### src/rtl/pipeline_hazard_ctrl_if.sv
// Control/status bundle between the hazard sequencer and the 5-stage datapath.
// The master side is the sequencer: it observes hazard sources and drives the
// stage enables. The slave side is the datapath.
interface pipeline_hazard_ctrl_if #(
    parameter int CNT_W = 16
);
    // Hazard sources reported by the datapath
    logic [4:0]       ID_rs;
    logic [4:0]       ID_rt;
    logic             ID_uses_rs;
    logic             ID_uses_rt;
    logic             EX_mem_read;
    logic [4:0]       EX_rt;
    logic             ID_branch_taken;
    logic             MEM_mem_req;
    logic             dmem_ready;

    // Stage controls and status driven by the sequencer
    logic             PC_write_en;
    logic             IF_ID_write_en;
    logic             IF_flush;
    logic             ID_EX_write_en;
    logic             EX_MEM_write_en;
    logic             ID_EX_bubble;
    logic             MEM_WB_bubble;
    logic             mem_timeout;
    logic [CNT_W-1:0] stall_cycles;

    modport master (
        input  ID_rs, ID_rt, ID_uses_rs, ID_uses_rt, EX_mem_read, EX_rt,
               ID_branch_taken, MEM_mem_req, dmem_ready,
        output PC_write_en, IF_ID_write_en, IF_flush, ID_EX_write_en,
               EX_MEM_write_en, ID_EX_bubble, MEM_WB_bubble, mem_timeout,
               stall_cycles
    );

    modport slave (
        output ID_rs, ID_rt, ID_uses_rs, ID_uses_rt, EX_mem_read, EX_rt,
               ID_branch_taken, MEM_mem_req, dmem_ready,
        input  PC_write_en, IF_ID_write_en, IF_flush, ID_EX_write_en,
               EX_MEM_write_en, ID_EX_bubble, MEM_WB_bubble, mem_timeout,
               stall_cycles
    );
endinterface

### src/rtl/pipeline_hazard_ctrl.sv
// Stall/flush sequencer for the 5-stage pipeline: post-reset boot hold,
// load-use stall, taken-branch flush, data-memory wait freeze with a sticky
// timeout flag, and a saturating count of stalled cycles.
module pipeline_hazard_ctrl #(
    parameter int BOOT_CYCLES = 4,
    parameter int MAX_WAIT    = 255,
    parameter int CNT_W       = 16
) (
    input  logic                        clk,
    input  logic                        rst_n,
    pipeline_hazard_ctrl_if.master      bus
);
    localparam int BW = (BOOT_CYCLES > 1) ? $clog2(BOOT_CYCLES) : 1;
    localparam int WW = (MAX_WAIT > 1) ? $clog2(MAX_WAIT + 1) : 1;

    typedef enum logic [1:0] {
        ST_BOOT     = 2'd0,
        ST_RUN      = 2'd1,
        ST_MEM_WAIT = 2'd2
    } state_t;

    state_t           state_q;
    logic [BW-1:0]    boot_cnt_q;
    logic [WW-1:0]    wait_cnt_q;
    logic             timeout_q;
    logic [CNT_W-1:0] stall_q;

    logic             freeze_s;
    logic             hazard_s;
    logic             pc_we_s;
    logic             ifid_we_s;
    logic             idex_we_s;
    logic             exmem_we_s;
    logic             idex_bub_s;
    logic             memwb_bub_s;
    logic             flush_s;
    logic             stall_inc_s;

    // Hazard detection: memory freeze and load-use dependency on a non-zero register
    always_comb begin
        freeze_s = bus.MEM_mem_req & ~bus.dmem_ready;
        hazard_s = bus.EX_mem_read & (bus.EX_rt != 5'd0) &
                   ((bus.ID_uses_rs & (bus.EX_rt == bus.ID_rs)) |
                    (bus.ID_uses_rt & (bus.EX_rt == bus.ID_rt)));
    end

    // Stage control decode: boot hold, then freeze > hazard > branch > normal
    always_comb begin
        pc_we_s     = 1'b0;
        ifid_we_s   = 1'b0;
        idex_we_s   = 1'b0;
        exmem_we_s  = 1'b0;
        idex_bub_s  = 1'b1;
        memwb_bub_s = 1'b1;
        flush_s     = 1'b0;
        stall_inc_s = 1'b0;
        case (state_q)
            ST_RUN, ST_MEM_WAIT: begin
                if (freeze_s) begin
                    // Every upstream stage holds; only MEM/WB gets a NOP
                    idex_bub_s  = 1'b0;
                    memwb_bub_s = 1'b1;
                end else if (hazard_s) begin
                    idex_we_s   = 1'b1;
                    exmem_we_s  = 1'b1;
                    idex_bub_s  = 1'b1;
                    memwb_bub_s = 1'b0;
                end else begin
                    pc_we_s     = 1'b1;
                    ifid_we_s   = 1'b1;
                    idex_we_s   = 1'b1;
                    exmem_we_s  = 1'b1;
                    idex_bub_s  = 1'b0;
                    memwb_bub_s = 1'b0;
                    flush_s     = bus.ID_branch_taken;
                end
                stall_inc_s = ~pc_we_s;
            end
            default: begin
                // Boot hold keeps the defaults: everything frozen, bubbles loaded
                stall_inc_s = 1'b0;
            end
        endcase
    end

    // Sequencer state, boot/wait counters, sticky timeout and stall counter
    always_ff @(posedge clk or negedge rst_n) begin
        if (!rst_n) begin
            state_q    <= ST_BOOT;
            boot_cnt_q <= BW'(BOOT_CYCLES - 1);
            wait_cnt_q <= {WW{1'b0}};
            timeout_q  <= 1'b0;
            stall_q    <= {CNT_W{1'b0}};
        end else begin
            if (stall_inc_s && (stall_q != {CNT_W{1'b1}})) begin
                stall_q <= stall_q + CNT_W'(1);
            end
            case (state_q)
                ST_BOOT: begin
                    if (boot_cnt_q == {BW{1'b0}}) begin
                        state_q <= ST_RUN;
                    end else begin
                        boot_cnt_q <= boot_cnt_q - BW'(1);
                    end
                end
                ST_RUN: begin
                    if (freeze_s) begin
                        state_q    <= ST_MEM_WAIT;
                        wait_cnt_q <= {WW{1'b0}};
                    end
                end
                ST_MEM_WAIT: begin
                    if (freeze_s) begin
                        // No forced recovery: the flag is raised and the wait continues
                        if (wait_cnt_q == WW'(MAX_WAIT)) begin
                            timeout_q <= 1'b1;
                        end else begin
                            wait_cnt_q <= wait_cnt_q + WW'(1);
                        end
                    end else begin
                        state_q <= ST_RUN;
                    end
                end
                default: begin
                    state_q <= ST_BOOT;
                end
            endcase
        end
    end

    // Drive the bundle from the decode and the status registers
    always_comb begin
        bus.PC_write_en     = pc_we_s;
        bus.IF_ID_write_en  = ifid_we_s;
        bus.ID_EX_write_en  = idex_we_s;
        bus.EX_MEM_write_en = exmem_we_s;
        bus.ID_EX_bubble    = idex_bub_s;
        bus.MEM_WB_bubble   = memwb_bub_s;
        bus.IF_flush        = flush_s;
        bus.mem_timeout     = timeout_q;
        bus.stall_cycles    = stall_q;
    end
endmodule

### src/flat_wrapper.sv
// flat-port wrapper written by rule: the top's interface ports become plain ports
module pipeline_hazard_ctrl_flat 
#(
    parameter int BOOT_CYCLES = 4,
    parameter int MAX_WAIT    = 255,
    parameter int CNT_W       = 16
)
  (clk, rst_n, bus_ID_rs, bus_ID_rt, bus_ID_uses_rs, bus_ID_uses_rt, bus_EX_mem_read, bus_EX_rt, bus_ID_branch_taken, bus_MEM_mem_req, bus_dmem_ready, bus_PC_write_en, bus_IF_ID_write_en, bus_IF_flush, bus_ID_EX_write_en, bus_EX_MEM_write_en, bus_ID_EX_bubble, bus_MEM_WB_bubble, bus_mem_timeout, bus_stall_cycles);
  pipeline_hazard_ctrl_if #(.CNT_W(CNT_W)) bus_i ();
  input  logic clk;
  input  logic rst_n;
  input wire logic [$bits(bus_i.ID_rs)-1:0] bus_ID_rs;
  input wire logic [$bits(bus_i.ID_rt)-1:0] bus_ID_rt;
  input wire logic [$bits(bus_i.ID_uses_rs)-1:0] bus_ID_uses_rs;
  input wire logic [$bits(bus_i.ID_uses_rt)-1:0] bus_ID_uses_rt;
  input wire logic [$bits(bus_i.EX_mem_read)-1:0] bus_EX_mem_read;
  input wire logic [$bits(bus_i.EX_rt)-1:0] bus_EX_rt;
  input wire logic [$bits(bus_i.ID_branch_taken)-1:0] bus_ID_branch_taken;
  input wire logic [$bits(bus_i.MEM_mem_req)-1:0] bus_MEM_mem_req;
  input wire logic [$bits(bus_i.dmem_ready)-1:0] bus_dmem_ready;
  output wire logic [$bits(bus_i.PC_write_en)-1:0] bus_PC_write_en;
  output wire logic [$bits(bus_i.IF_ID_write_en)-1:0] bus_IF_ID_write_en;
  output wire logic [$bits(bus_i.IF_flush)-1:0] bus_IF_flush;
  output wire logic [$bits(bus_i.ID_EX_write_en)-1:0] bus_ID_EX_write_en;
  output wire logic [$bits(bus_i.EX_MEM_write_en)-1:0] bus_EX_MEM_write_en;
  output wire logic [$bits(bus_i.ID_EX_bubble)-1:0] bus_ID_EX_bubble;
  output wire logic [$bits(bus_i.MEM_WB_bubble)-1:0] bus_MEM_WB_bubble;
  output wire logic [$bits(bus_i.mem_timeout)-1:0] bus_mem_timeout;
  output wire logic [$bits(bus_i.stall_cycles)-1:0] bus_stall_cycles;
  assign bus_i.ID_rs = bus_ID_rs;
  assign bus_i.ID_rt = bus_ID_rt;
  assign bus_i.ID_uses_rs = bus_ID_uses_rs;
  assign bus_i.ID_uses_rt = bus_ID_uses_rt;
  assign bus_i.EX_mem_read = bus_EX_mem_read;
  assign bus_i.EX_rt = bus_EX_rt;
  assign bus_i.ID_branch_taken = bus_ID_branch_taken;
  assign bus_i.MEM_mem_req = bus_MEM_mem_req;
  assign bus_i.dmem_ready = bus_dmem_ready;
  assign bus_PC_write_en = bus_i.PC_write_en;
  assign bus_IF_ID_write_en = bus_i.IF_ID_write_en;
  assign bus_IF_flush = bus_i.IF_flush;
  assign bus_ID_EX_write_en = bus_i.ID_EX_write_en;
  assign bus_EX_MEM_write_en = bus_i.EX_MEM_write_en;
  assign bus_ID_EX_bubble = bus_i.ID_EX_bubble;
  assign bus_MEM_WB_bubble = bus_i.MEM_WB_bubble;
  assign bus_mem_timeout = bus_i.mem_timeout;
  assign bus_stall_cycles = bus_i.stall_cycles;
  pipeline_hazard_ctrl #(.BOOT_CYCLES(BOOT_CYCLES), .MAX_WAIT(MAX_WAIT), .CNT_W(CNT_W)) u_core (.clk(clk), .rst_n(rst_n), .bus(bus_i));
endmodule
### config.mk
export PLATFORM = sky130hd
export DESIGN_NAME = pipeline_hazard_ctrl_flat
export DESIGN_NICKNAME = d
export VERILOG_FILES = /design/src/rtl/pipeline_hazard_ctrl_if.sv /design/src/rtl/pipeline_hazard_ctrl.sv /design/src/flat_wrapper.sv
export SDC_FILE = /design/constraint.sdc
export NUM_CORES = 1
export LEC_CHECK = 0
export CAP_MARGIN = 5
export CORE_ASPECT_RATIO = 0.9
export CORE_UTILIZATION = 27
export CTS_CLUSTER_DIAMETER = 200
export DETAILED_ROUTE_END_ITERATION = 7
export MAX_ROUTING_LAYER = met4
export SETUP_SLACK_MARGIN = 0.05
export SYNTH_ARGS = -nofsm -noshare
export SYNTH_HDL_FRONTEND = slang
export SYNTH_SLANG_ARGS = --single-unit
export TNS_END_PERCENT = 1
### constraint.sdc
create_clock -name clk -period 3.3 [get_ports clk]
set_input_delay 0.99 -clock clk [delete_from_list [all_inputs] [get_ports clk]]
set_output_delay 0.99 -clock clk [all_outputs]
set_load 0.05 [all_outputs]
==> key figures, run 1 <==
Cells and area
  • # nets final: 259
  • Area Overhead vs Synth: 42.66%
  • Share of layout cells above drive strength 1: 0.2814
  • Post-Layout Inst Area: 2603 um^2
  • Ant diodes: 0
  • Area of the multi-input gates: 1055 um^2
  • # fillers: 668
  • Register Area: 728.2 um^2

Floorplanning
  • Die area: 7090 um^2
  • Site Rows: 28
  • Die height: 79.98 um
  • I/O pin count: 47
  • Chip Width: 88.65 um
  • Core Box Area: 6551 um^2
  • Starting Density: 0.2785

Detailed routing
  • Residual DRC: 2
  • Routed Antenna Nets: 0
  • Drt total wl: 4.114 mm
  • Vias: 1,512
  • Initial drt markers: 89
  • Vias per inst: 4.710
  • WL/cell: 12.82 um
  • Pre-antenna DRT Iters: 7

Clocking
  • CTS Buffer Depth: 2
  • CTS root buf: clkbuf_8
  • Clock Sinks: 29
  • # H-tree levels: 2
  • # hold bufs at CTS: 0
  • Clk_lat worst skew: 0.27 ns
  • Clock slew at reported path FFs: 0.06 ns
  • TritonCTS clock tree: yes
  • CTS buffer count: 5

Timing
  • Worst-Margin Slew: 0.6032 ns
  • Setup repair after global routing missed its margin: yes
  • Final setup fails: 0
  • Final period util: 0.9875
  • Pins Over Slew Limit: 0
  • Slew HR: 0.5964
  • Final period demand of the worst path: 3.259 ns
  • Fmax: 306.9 MHz
  • Clk_skew: 0.009168 ns
  • Final Hold Viols: 0

Flow run
  • MaxCap Viol Count: 0

Global routing
  • First-pass GRT wire length: 6.893 mm
  • Vias in the first global route: 1,450
  • Gr ovfl total: 0
  • Antenna violations before repair: 0
  • Pin count of the biggest net entering global routing: 30
  • Gr usage total: 0.1314

Pwr
  • Power, Total: 2027 uW
  • Peak VDD IR: 0.4451 mV
  • Leakage: 0.001100 uW
  • PD cells: 778.7 nW/um^2

Placement
  • Placer's final routability congestion estimate: 0.7664
  • HPWL Detailed: 3.053 mm
  • Post-Place Cell Area: 2499 um^2
  • Port bufs: 46

Worst setup path
  • Worst Path Max Fanout: 4
  • Worst path cell trace: buf_8 -> or4_4 -> o221ai_4 -> and3_4 -> buf_12
  • Launching element type of the critical path: input port
  • Largest stage delay, worst path: 0.54 ns
  • Critical path's top delay family: simple AND/OR/NAND/NOR gates
  • Crit path buffers/inverters: 2
  • Slowest-stage cell, CP: or4_4
  • WS Path Type: in -> out
  • Critical Path AT: 2.27 ns
  • Data required, critical path: 2.31 ns
  • Endpoint type of the worst setup path: primary output

Synth
  • Synthesized flop and latch total: 29
  • Synthesis Warnings: 0
  • Number of flops mapped to enable cells by yosys: 0
  • Sequential fraction of the synthesis area: 0.3992
  • Synthesized instance count: 174
  • Syn avg cell area: 10.48 um^2
  • Syn nets: 203
  • Synth cell types: 40
  • Synth Flop Type: dfrtp_1
  • Ys async rst share: 1.000
  • Netlist Area Pre-Place: 1824 um^2

Outcome
  • Status: finished with violations
  • Failing checks: DRC

Hold path
  • Hold crit path type: reg -> reg
per-layer routing:
metal	GRT usage	up-vias	wire length [um]
met5	-	-	0
met4	0.03871	0	0
met3	0.02999	0	177
met2	0.1800	41	1816
met1	0.1905	732	2120
li1	-	739	-
worst paths after layout:
path	end	cells past startpoint	start	slack (ns)
min	u_core.bus.mem_timeout	1	u_core.bus.mem_timeout	0.47
min in group asynchronous	u_core.bus.stall_cycles[12]	2	rst_n	1.11
max in group asynchronous	u_core.boot_cnt_q[0]	2	rst_n	1.87
max	bus_IF_flush	5	bus_EX_rt[4]	0.04
min reg2reg	u_core.bus.mem_timeout	1	u_core.bus.mem_timeout	0.47
max reg2reg	u_core.bus.stall_cycles[1]	7	u_core.bus.stall_cycles[1]	0.99
cell usage after synthesis, types with 2 or more instances:
| cell type | instances | area share |
|---|---|---|
| dfrtp_1 | 27 | 0.37 |
| xor2_1 | 22 | 0.11 |
| nand2_1 | 21 | 0.043 |
| nand3_1 | 10 | 0.027 |
| a211oi_2 | 7 | 0.048 |
| inv_1 | 7 | 0.014 |
| o21ai_0 | 7 | 0.019 |
| a2111oi_2 | 6 | 0.049 |
| ha_1 | 6 | 0.041 |
| a22o_1 | 5 | 0.024 |
| nand4_1 | 4 | 0.014 |
| nor3_1 | 4 | 0.011 |
| a21o_1 | 3 | 0.012 |
| and2_1 | 3 | 0.010 |
| and3_1 | 3 | 0.010 |
| nand2b_1 | 3 | 0.010 |
| nor2_1 | 3 | 0.0062 |
| nor4_1 | 3 | 0.010 |
| xnor2_1 | 3 | 0.014 |
| and4_1 | 2 | 0.0096 |
| buf_4 | 2 | 0.0082 |
| buf_6 | 2 | 0.012 |
| clkbuf_1 | 2 | 0.0041 |
| dfstp_2 | 2 | 0.029 |
| nor2b_1 | 2 | 0.0069 |
registers in the layout, summed over array words and instances (netlist names):
| signal | count |
|---|---|
| u_core.bus.stall_cycles | 16 |
| u_core.wait_cnt_q | 8 |
| u_core.boot_cnt_q | 2 |
| u_core.state_q | 2 |
| u_core.bus.mem_timeout | 1 |
power by group:
group	total, uW	leakage, uW	switching (uW)	internal (uW)
clock	323	0.0000542	134	188
combinational	1210	0.000673	732	481
sequential	491	0.000373	77.5	414
logic make-up (layout without fill, tap and decap cells):
family | Yosys count | count (layout) | share of synthesized area
compound gates | 36 | 36 | 0.2030
xor+xnor | 26 | 26 | 0.1289
fa+ha+maj | 6 | 6 | 0.04115
buf+inv | 14 | 71 | 0.04115
flops | 29 | 29 | 0.3992
mux | 2 | 2 | 0.01372
simple gates | 61 | 61 | 0.1728
final cells by class:
class / instances / area share
Tap cell: 90 / 0.04327
Inverter: 7 / 0.01010
Clock buffer: 7 / 0.03702
Timing Repair Buffer: 56 / 0.2226
Clock inverter: 1 / 0.001923
Multi-Input combinational cell: 131 / 0.4053
Sequential cell: 29 / 0.2798
cells in the final DEF (no fill, tap or decap), drive strengths merged, types with 5 or more instances in the layout:
master / instances
a2111oi: 6
a211oi: 8
a22o: 5
buf: 28
clkbuf: 7
clkdlybuf4s50: 24
dfrtp: 27
ha: 6
inv: 7
nand2: 21
nand3: 11
o21ai: 8
xor2: 23
timing repair:
item	in CTS	in global routing
endpoints found under the hold margin	0	0
gates resized for setup	62	1
pin swaps	15	4
setup endpoints to repair	4	4
buffers inserted	1	0
per-stage QoR:
step	setup TNS, ns	setup slack (ns)	utilization	hold WS, ns	instances
6_report	0	0.04133	0.3973	0.4726	321
5_1_grt	-0.05182	-0.01620	0.3973	0.5034	321
4_1_cts	0	0.02055	0.3967	0.4790	321
3_5_place_dp	-1.657	-0.4421	0.3814	0.4645	312
3_3_place_gp	-1.614	-0.4195	0.3814	0.4705	312
2_1_floorplan	-0.4777	-0.2073	-	0.4603	174
(Power assumes the default switching activity.)
==> run 2: changes to the inputs <==
--- a/config.mk
+++ b/config.mk
@@ -11,7 +11,8 @@
 export CTS_CLUSTER_DIAMETER = 200
 export DETAILED_ROUTE_END_ITERATION = 7
 export MAX_ROUTING_LAYER = met4
-export SETUP_SLACK_MARGIN = 0.05
+export PLACE_DENSITY = 0.58
+export SETUP_SLACK_MARGIN = 0.3
 export SYNTH_ARGS = -nofsm -noshare
 export SYNTH_HDL_FRONTEND = slang
 export SYNTH_SLANG_ARGS = --single-unit
==> run 2 against run 1 <==
Effect of this change:
- the run still ends with DRC left
- clock skew is 0.0045 ns lower
- count of clock-buffer cells in the layout is 1 higher
- flip-flop and latch count is the same
- cell count up 0.31%
- hold slack gained 0.014 ns
- wire length grew 3.2%
- global-route usage grew 0.90 points
- cell area up 0.38%
- register-to-register slack gained 0.02 ns
- sequential share of layout area fell by 0.11 points
- highest routed layer is now met4
==> key figures, run 2 (synthesis gave the netlist of run 1 again) <==
Outcome
  • Status: finished with violations (unchanged)
  • Failing checks: DRC (unchanged)

Timing
  • Setup repair after global routing missed its margin: yes (unchanged)
  • Final period util: 0.9929 (was 0.9875)
  • Final period demand of the worst path: 3.277 ns (was 3.259 ns)
  • Final Hold Viols: 0 (unchanged)
  • Clk_skew: 0.004715 ns (was 0.009168 ns)
  • Worst-Margin Slew: 0.6216 ns (was 0.6032 ns)
  • Final setup fails: 0 (unchanged)
  • Pins Over Slew Limit: 0 (unchanged)
  • Slew HR: 0.5840 (was 0.5964)
  • Hold WS: 0.4869 ns (was 0.4726 ns)
  • Fmax: 305.2 MHz (was 306.9 MHz)

Detailed routing
  • Initial drt markers: 57 (was 89)
  • Vias per inst: 4.624 (was 4.710)
  • Drt total wl: 4.245 mm (was 4.114 mm)
  • WL/cell: 13.18 um (was 12.82 um)
  • Pre-antenna DRT Iters: 6 (was 7)
  • Routed Antenna Nets: 0 (unchanged)
  • Vias: 1,489 (was 1,512)
  • Residual DRC: 2 (unchanged)

Pwr
  • Power, Total: 2029 uW (was 2027 uW)
  • PD cells: 776.6 nW/um^2 (was 778.7 nW/um^2)
  • Leakage: 0.001109 uW (was 0.001100 uW)
  • Peak VDD IR: 0.4994 mV (was 0.4451 mV)

Global routing
  • Grt peak-use layer: met2 (was met1)
  • Vias in the first global route: 1,477 (was 1,450)
  • Pin count of the biggest net entering global routing: 30 (unchanged)
  • Met3 GRT Util: 0.02999 (unchanged)
  • First-pass GRT wire length: 7.210 mm (was 6.893 mm)
  • Met2 Use GR: 0.2092 (was 0.1800)
  • Gr usage total: 0.1404 (was 0.1314)
  • Met1 Usage GRT: 0.1822 (was 0.1905)
  • Gr ovfl total: 0 (unchanged)
  • Antenna violations before repair: 0 (unchanged)

Cells and area
  • Area Overhead vs Synth: 43.21% (was 42.66%)
  • Ant diodes: 0 (unchanged)
  • Register Area: 728.2 um^2 (unchanged)
  • # nets final: 260 (was 259)
  • Post-Layout Cell Count: 322 (was 321)
  • Largest register FFs: 16 (unchanged)
  • Share of layout cells above drive strength 1: 0.2802 (was 0.2814)
  • Area of the multi-input gates: 1064 um^2 (was 1055 um^2)
  • Most frequent cells in the layout: dfrtp_1, xor2_1, clkdlybuf4s50_1 (was dfrtp_1, clkdlybuf4s50_1, xor2_1)
  • # fillers: 657 (was 668)
  • Most common cell after layout, fill and taps aside: dfrtp_1 (unchanged)

Clocking
  • Clock slew at reported path FFs: 0.06 ns (about the same)
  • TritonCTS clock tree: yes (unchanged)
  • Clk_lat worst skew: 0.29 ns (was 0.27 ns)
  • # H-tree levels: 2 (unchanged)
  • CTS Buffer Depth: 2 (unchanged)
  • # hold bufs at CTS: 0 (unchanged)
  • Clock Sinks: 29 (unchanged)
  • CTS root buf: clkbuf_8 (unchanged)
  • CTS buffer count: 5 (unchanged)

Floorplanning
  • I/O pin count: 47 (unchanged)
  • Site Rows: 28 (unchanged)
  • Die area: 7090 um^2 (unchanged)
  • Chip Width: 88.65 um (unchanged)
  • Starting Density: 0.2785 (unchanged)
  • Core Box Area: 6551 um^2 (unchanged)
  • Die height: 79.98 um (unchanged)

Placement
  • Placer's final routability congestion estimate: 0.8413 (was 0.7664)
  • Port bufs: 46 (unchanged)
  • Dpl cells: 313 (was 312)
  • HPWL Detailed: 3.046 mm (was 3.053 mm)

Worst setup path
  • Critical Path AT: 2.29 ns (was 2.27 ns)
  • Slowest-stage cell, CP: or4_4 (unchanged)
  • Crit path buffers/inverters: 2 (unchanged)
  • Reg2reg setup slack: 1.01 ns (was 0.99 ns)
  • Worst path cell trace: buf_8 -> or4_4 -> o221ai_4 -> and3_4 -> buf_12 (unchanged)
  • Launching element type of the critical path: input port (unchanged)
  • Worst Path Max Fanout: 4 (unchanged)
  • Endpoint type of the worst setup path: primary output (unchanged)
  • Data required, critical path: 2.31 ns (about the same)
  • WS Path Type: in -> out (unchanged)
  • Critical path's top delay family: simple AND/OR/NAND/NOR gates (unchanged)
  • Largest stage delay, worst path: 0.53 ns (was 0.54 ns)

Flow run
  • MaxCap Viol Count: 0 (unchanged)

Hold path
  • Hold crit path type: reg -> reg (unchanged)
## run 2: cell types whose count changed in the layout (fill, tap and decap cells not counted), sizes merged
cell / change
buf: +1
clkinv: -1
clkdlybuf4s50: -2
clkbuf: +1
dlygate4sd2: +2
## run 2: timing repair
item / 4_1_cts / 5_1_grt
pin swaps: 16 / 1
endpoints found under the setup margin: 10 / 4
endpoints found under the hold margin: 0 / 0
gates resized for setup: 63 / 1
setup buffers: 1 / 0
## run 2: cell type report
cell class	count	area share
repair buffers	57	0.2265
multi-input cells	131	0.4071
inverters	7	0.01006
well taps	90	0.04310
flip-flops and latches	29	0.2787
clock buffers	8	0.03448
## run 2: worst paths after layout
check	from	to	cells after the start
min reg2reg	u_core.bus.mem_timeout	u_core.bus.mem_timeout	1
max	bus_EX_rt[0]	bus_IF_flush	5
min	u_core.bus.mem_timeout	u_core.bus.mem_timeout	1
max in group asynchronous	rst_n	u_core.boot_cnt_q[0]	2
max reg2reg	u_core.bus.stall_cycles[0]	u_core.bus.stall_cycles[1]	7
min in group asynchronous	rst_n	u_core.wait_cnt_q[6]	2
## run 2: metrics by stage
stage | utilization | instance area, um^2 | setup slack, ns | setup TNS (ns)
finish | 0.3988 | 2613 | 0.02341 | 0
global route | 0.3988 | 2613 | -0.02291 | -0.06135
CTS | 0.3976 | 2605 | -0.02453 | -0.02453
detailed placement | 0.3825 | 2506 | -0.4998 | -1.884
global placement | 0.3825 | 2506 | -0.4992 | -1.894
floorplan | - | 1847 | -0.2073 | -0.4777
## run 2: power breakdown
| part | leakage (uW) | switching (uW) | internal [uW] |
|---|---|---|---|
| Clock | 0.0000455 | 139 | 170 |
| Sequential | 0.000373 | 75.7 | 414 |
| Combinational | 0.000691 | 734 | 496 |
## run 2: worst register-to-register path, delay by kind of cell (launching register included)
family | cells | cell delay (ns)
AO/OA/AOI/OAI | 2 | 0.62
flip-flops | 1 | 0.43
multiplexers | 1 | 0.32
AND/OR/NAND/NOR | 3 | 0.58
adder cells (fa/ha/maj) | 1 | 0.22
## run 2: metal layers
metal | vias up | routed length [um]
met4 | 0 | 62
met3 | 9 | 174
met2 | 32 | 1875
met5 | - | 0
met1 | 703 | 2132
li1 | 745 | -
==> run 3: changes to the inputs <==
--- a/config.mk
+++ b/config.mk
@@ -10,6 +10,7 @@
 export CORE_UTILIZATION = 27
 export CTS_CLUSTER_DIAMETER = 200
 export DETAILED_ROUTE_END_ITERATION = 7
+export GPL_TIMING_DRIVEN = 0
 export MAX_ROUTING_LAYER = met4
 export PLACE_DENSITY = 0.58
 export SETUP_SLACK_MARGIN = 0.3
==> run 3 against run 2 <==
Effect of this change:
- the run ends with DRC, setup timing left
- cell area grew 1.4%
- fmax is 4.0% lower
- wire length is 3.5% lower
- clock skew up 0.0072 ns
- combinational power shrank 7%
- cell count is 0.62% higher
- non-clock buffer count rose by 2
- via count fell by 2.1%
- global-route usage is 0.40 points lower
- register-to-register slack improved by 0.06 ns
- largest power group unchanged
==> key figures, run 3 (synthesis gave the netlist of run 1 again) <==
Placement
  • Port bufs: 46 (unchanged)
  • HPWL Detailed: 3.009 mm (was 3.046 mm)
  • Placer's final routability congestion estimate: 0.7846 (was 0.8413)
  • Dpl cells: 311 (was 313)
  • DP Worst Slack: -1.448 ns (was -0.4998 ns)

Cells and area
  • Most frequent cells in the layout: dfrtp_1, xor2_1, clkdlybuf4s50_1 (unchanged)
  • Share of layout cells above drive strength 1: 0.2991 (was 0.2802)
  • # fillers: 644 (was 657)
  • Ant diodes: 0 (unchanged)
  • Area of the multi-input gates: 1059 um^2 (was 1064 um^2)
  • Register Area: 728.2 um^2 (unchanged)
  • Area Overhead vs Synth: 45.20% (was 43.21%)
  • # nets final: 262 (was 260)
  • Largest register FFs: 16 (unchanged)
  • Most common cell after layout, fill and taps aside: dfrtp_1 (unchanged)
  • Post-Layout Cell Count: 324 (was 322)

Timing
  • Final period util: 1.034 (was 0.9929)
  • Final setup fails: 4 (was 0)
  • Slew HR: 0.5974 (was 0.5840)
  • Worst-Margin Slew: 0.6020 ns (was 0.6216 ns)
  • Clk_skew: 0.01193 ns (was 0.004715 ns)
  • Fmax: 293.1 MHz (was 305.2 MHz)
  • Pins Over Slew Limit: 0 (unchanged)
  • Final WS setup: -0.1118 ns (was 0.02341 ns)
  • Setup repair after global routing missed its margin: yes (unchanged)
  • Final Hold Viols: 0 (unchanged)
  • Final period demand of the worst path: 3.412 ns (was 3.277 ns)

Pwr
  • Power, Total: 1955 uW (was 2029 uW)
  • Leakage: 0.001144 uW (was 0.001109 uW)
  • Peak VDD IR: 0.4765 mV (was 0.4994 mV)
  • PD cells: 738.2 nW/um^2 (was 776.6 nW/um^2)

Clocking
  • CTS root buf: clkbuf_8 (unchanged)
  • Clock Sinks: 29 (unchanged)
  • CTS buffer count: 5 (unchanged)
  • # H-tree levels: 2 (unchanged)
  • Clk_lat worst skew: 0.29 ns (about the same)
  • TritonCTS clock tree: yes (unchanged)
  • CTS Buffer Depth: 2 (unchanged)
  • Clock slew at reported path FFs: 0.06 ns (about the same)

Detailed routing
  • Drt total wl: 4.097 mm (was 4.245 mm)
  • WL/cell: 12.65 um (was 13.18 um)
  • Routed Antenna Nets: 0 (unchanged)
  • Vias per inst: 4.497 (was 4.624)
  • Initial drt markers: 42 (was 57)
  • M1 WL: 2.080 mm (was 2.132 mm)
  • Residual DRC: 2 (unchanged)
  • Vias: 1,457 (was 1,489)
  • DR top layer: met4 (unchanged)
  • Met2 routed WL: 1.829 mm (was 1.875 mm)
  • WL met3: 146 um (was 174 um)
  • Pre-antenna DRT Iters: 6 (unchanged)

Floorplanning
  • Chip Width: 88.65 um (unchanged)
  • Die area: 7090 um^2 (unchanged)
  • Starting Density: 0.2785 (unchanged)
  • Core Box Area: 6551 um^2 (unchanged)
  • Die height: 79.98 um (unchanged)
  • Site Rows: 28 (unchanged)
  • I/O pin count: 47 (unchanged)

Outcome
  • Status: finished with violations (unchanged)
  • Failing checks: DRC, setup timing (was DRC)

Worst setup path
  • R2R Path End: u_core.bus.stall_cycles[1] (unchanged)
  • WS Path Type: in -> out (unchanged)
  • FF-to-FF path depth: 8 (was 7)
  • Critical Path AT: 2.42 ns (was 2.29 ns)
  • Data required, critical path: 2.31 ns (about the same)
  • Endpoint type of the worst setup path: primary output (unchanged)
  • Reg2reg setup slack: 1.07 ns (was 1.01 ns)
  • Launching element type of the critical path: input port (unchanged)
  • Launch point of the worst reg-to-reg path: u_core.bus.stall_cycles[0] (unchanged)
  • Worst Path Max Fanout: 6 (was 4)

Global routing
  • Antenna violations before repair: 0 (unchanged)
  • Vias in the first global route: 1,457 (was 1,477)
  • Gr usage total: 0.1364 (was 0.1404)
  • Pin count of the biggest net entering global routing: 20 (was 30)
  • First-pass GRT wire length: 7.127 mm (was 7.210 mm)
  • Gr ovfl total: 0 (unchanged)

Hold path
  • Min-Delay Endpoint: u_core.bus.mem_timeout (unchanged)
  • Worst hold start: u_core.bus.mem_timeout (unchanged)
  • Worst hold path stage count: 1 (unchanged)
  • Hold crit path type: reg -> reg (unchanged)

Flow run
  • MaxCap Viol Count: 0 (unchanged)
## run 3: area by class of cell
cell class | count | share of cell area
Sequential cell | 29 | 0.2749
Inverter | 7 | 0.009920
Buffer | 7 | 0.03307
Clock buffer | 7 | 0.03637
Timing Repair Buffer | 52 | 0.2017
Clock inverter | 1 | 0.001889
Multi-Input combinational cell | 131 | 0.3996
Tap cell | 90 | 0.04251
## run 3: worst max-delay path by stage
stage	startpoint	end	cells past startpoint
floorplan	bus_EX_rt[0]	bus_PC_write_en	5
global placement	bus_EX_rt[3]	bus_PC_write_en	7
detailed placement	bus_EX_rt[3]	bus_PC_write_en	7
CTS	bus_ID_rt[1]	bus_PC_write_en	9
global route	bus_ID_rs[1]	bus_PC_write_en	9
finish	bus_ID_rt[1]	bus_PC_write_en	9
## run 3: layer usage
layer,vias up,GRT usage
li1,749,-
met3,6,0.02792
met2,27,0.2000
met1,675,0.1855
met5,-,-
met4,0,0.04839
## run 3: power by group
| part | switching (uW) | internal (uW) |
|---|---|---|
| Clock | 141 | 188 |
| Sequential | 76.6 | 414 |
| Combinational | 714 | 422 |
## run 3: stage by stage
| stage | setup TNS (ns) | hold slack, ns | area [um^2] | util |
|---|---|---|---|---|
| after CTS | -0.4669 | 0.4796 | 2619 | 0.3997 |
| after floorplan | -0.4777 | 0.4603 | 1847 | - |
| after global routing | -0.5508 | 0.5071 | 2649 | 0.4043 |
| after detailed placement | -8.230 | 0.4650 | 2447 | 0.3736 |
| after global placement | -8.257 | 0.4564 | 2420 | 0.3694 |
| final | -0.2668 | 0.4720 | 2649 | 0.4043 |
## run 3: repair_timing
action                     CTS  global route
resized for setup          118             6
pin swaps                   10             3
hold buffers                 0             0
setup buffers                4             1
cloned                       0             0
setup endpoints to repair    7             6
## run 3: worst max-delay path, stage by stage
cell and delay, ns:
buf_6 0.09, xor2_1 0.15, nor4_2 0.29, and3_1 0.24
o221ai_4 0.11, buf_8 0.15, and2_4 0.14, buf_8 0.11
buf_12 0.13
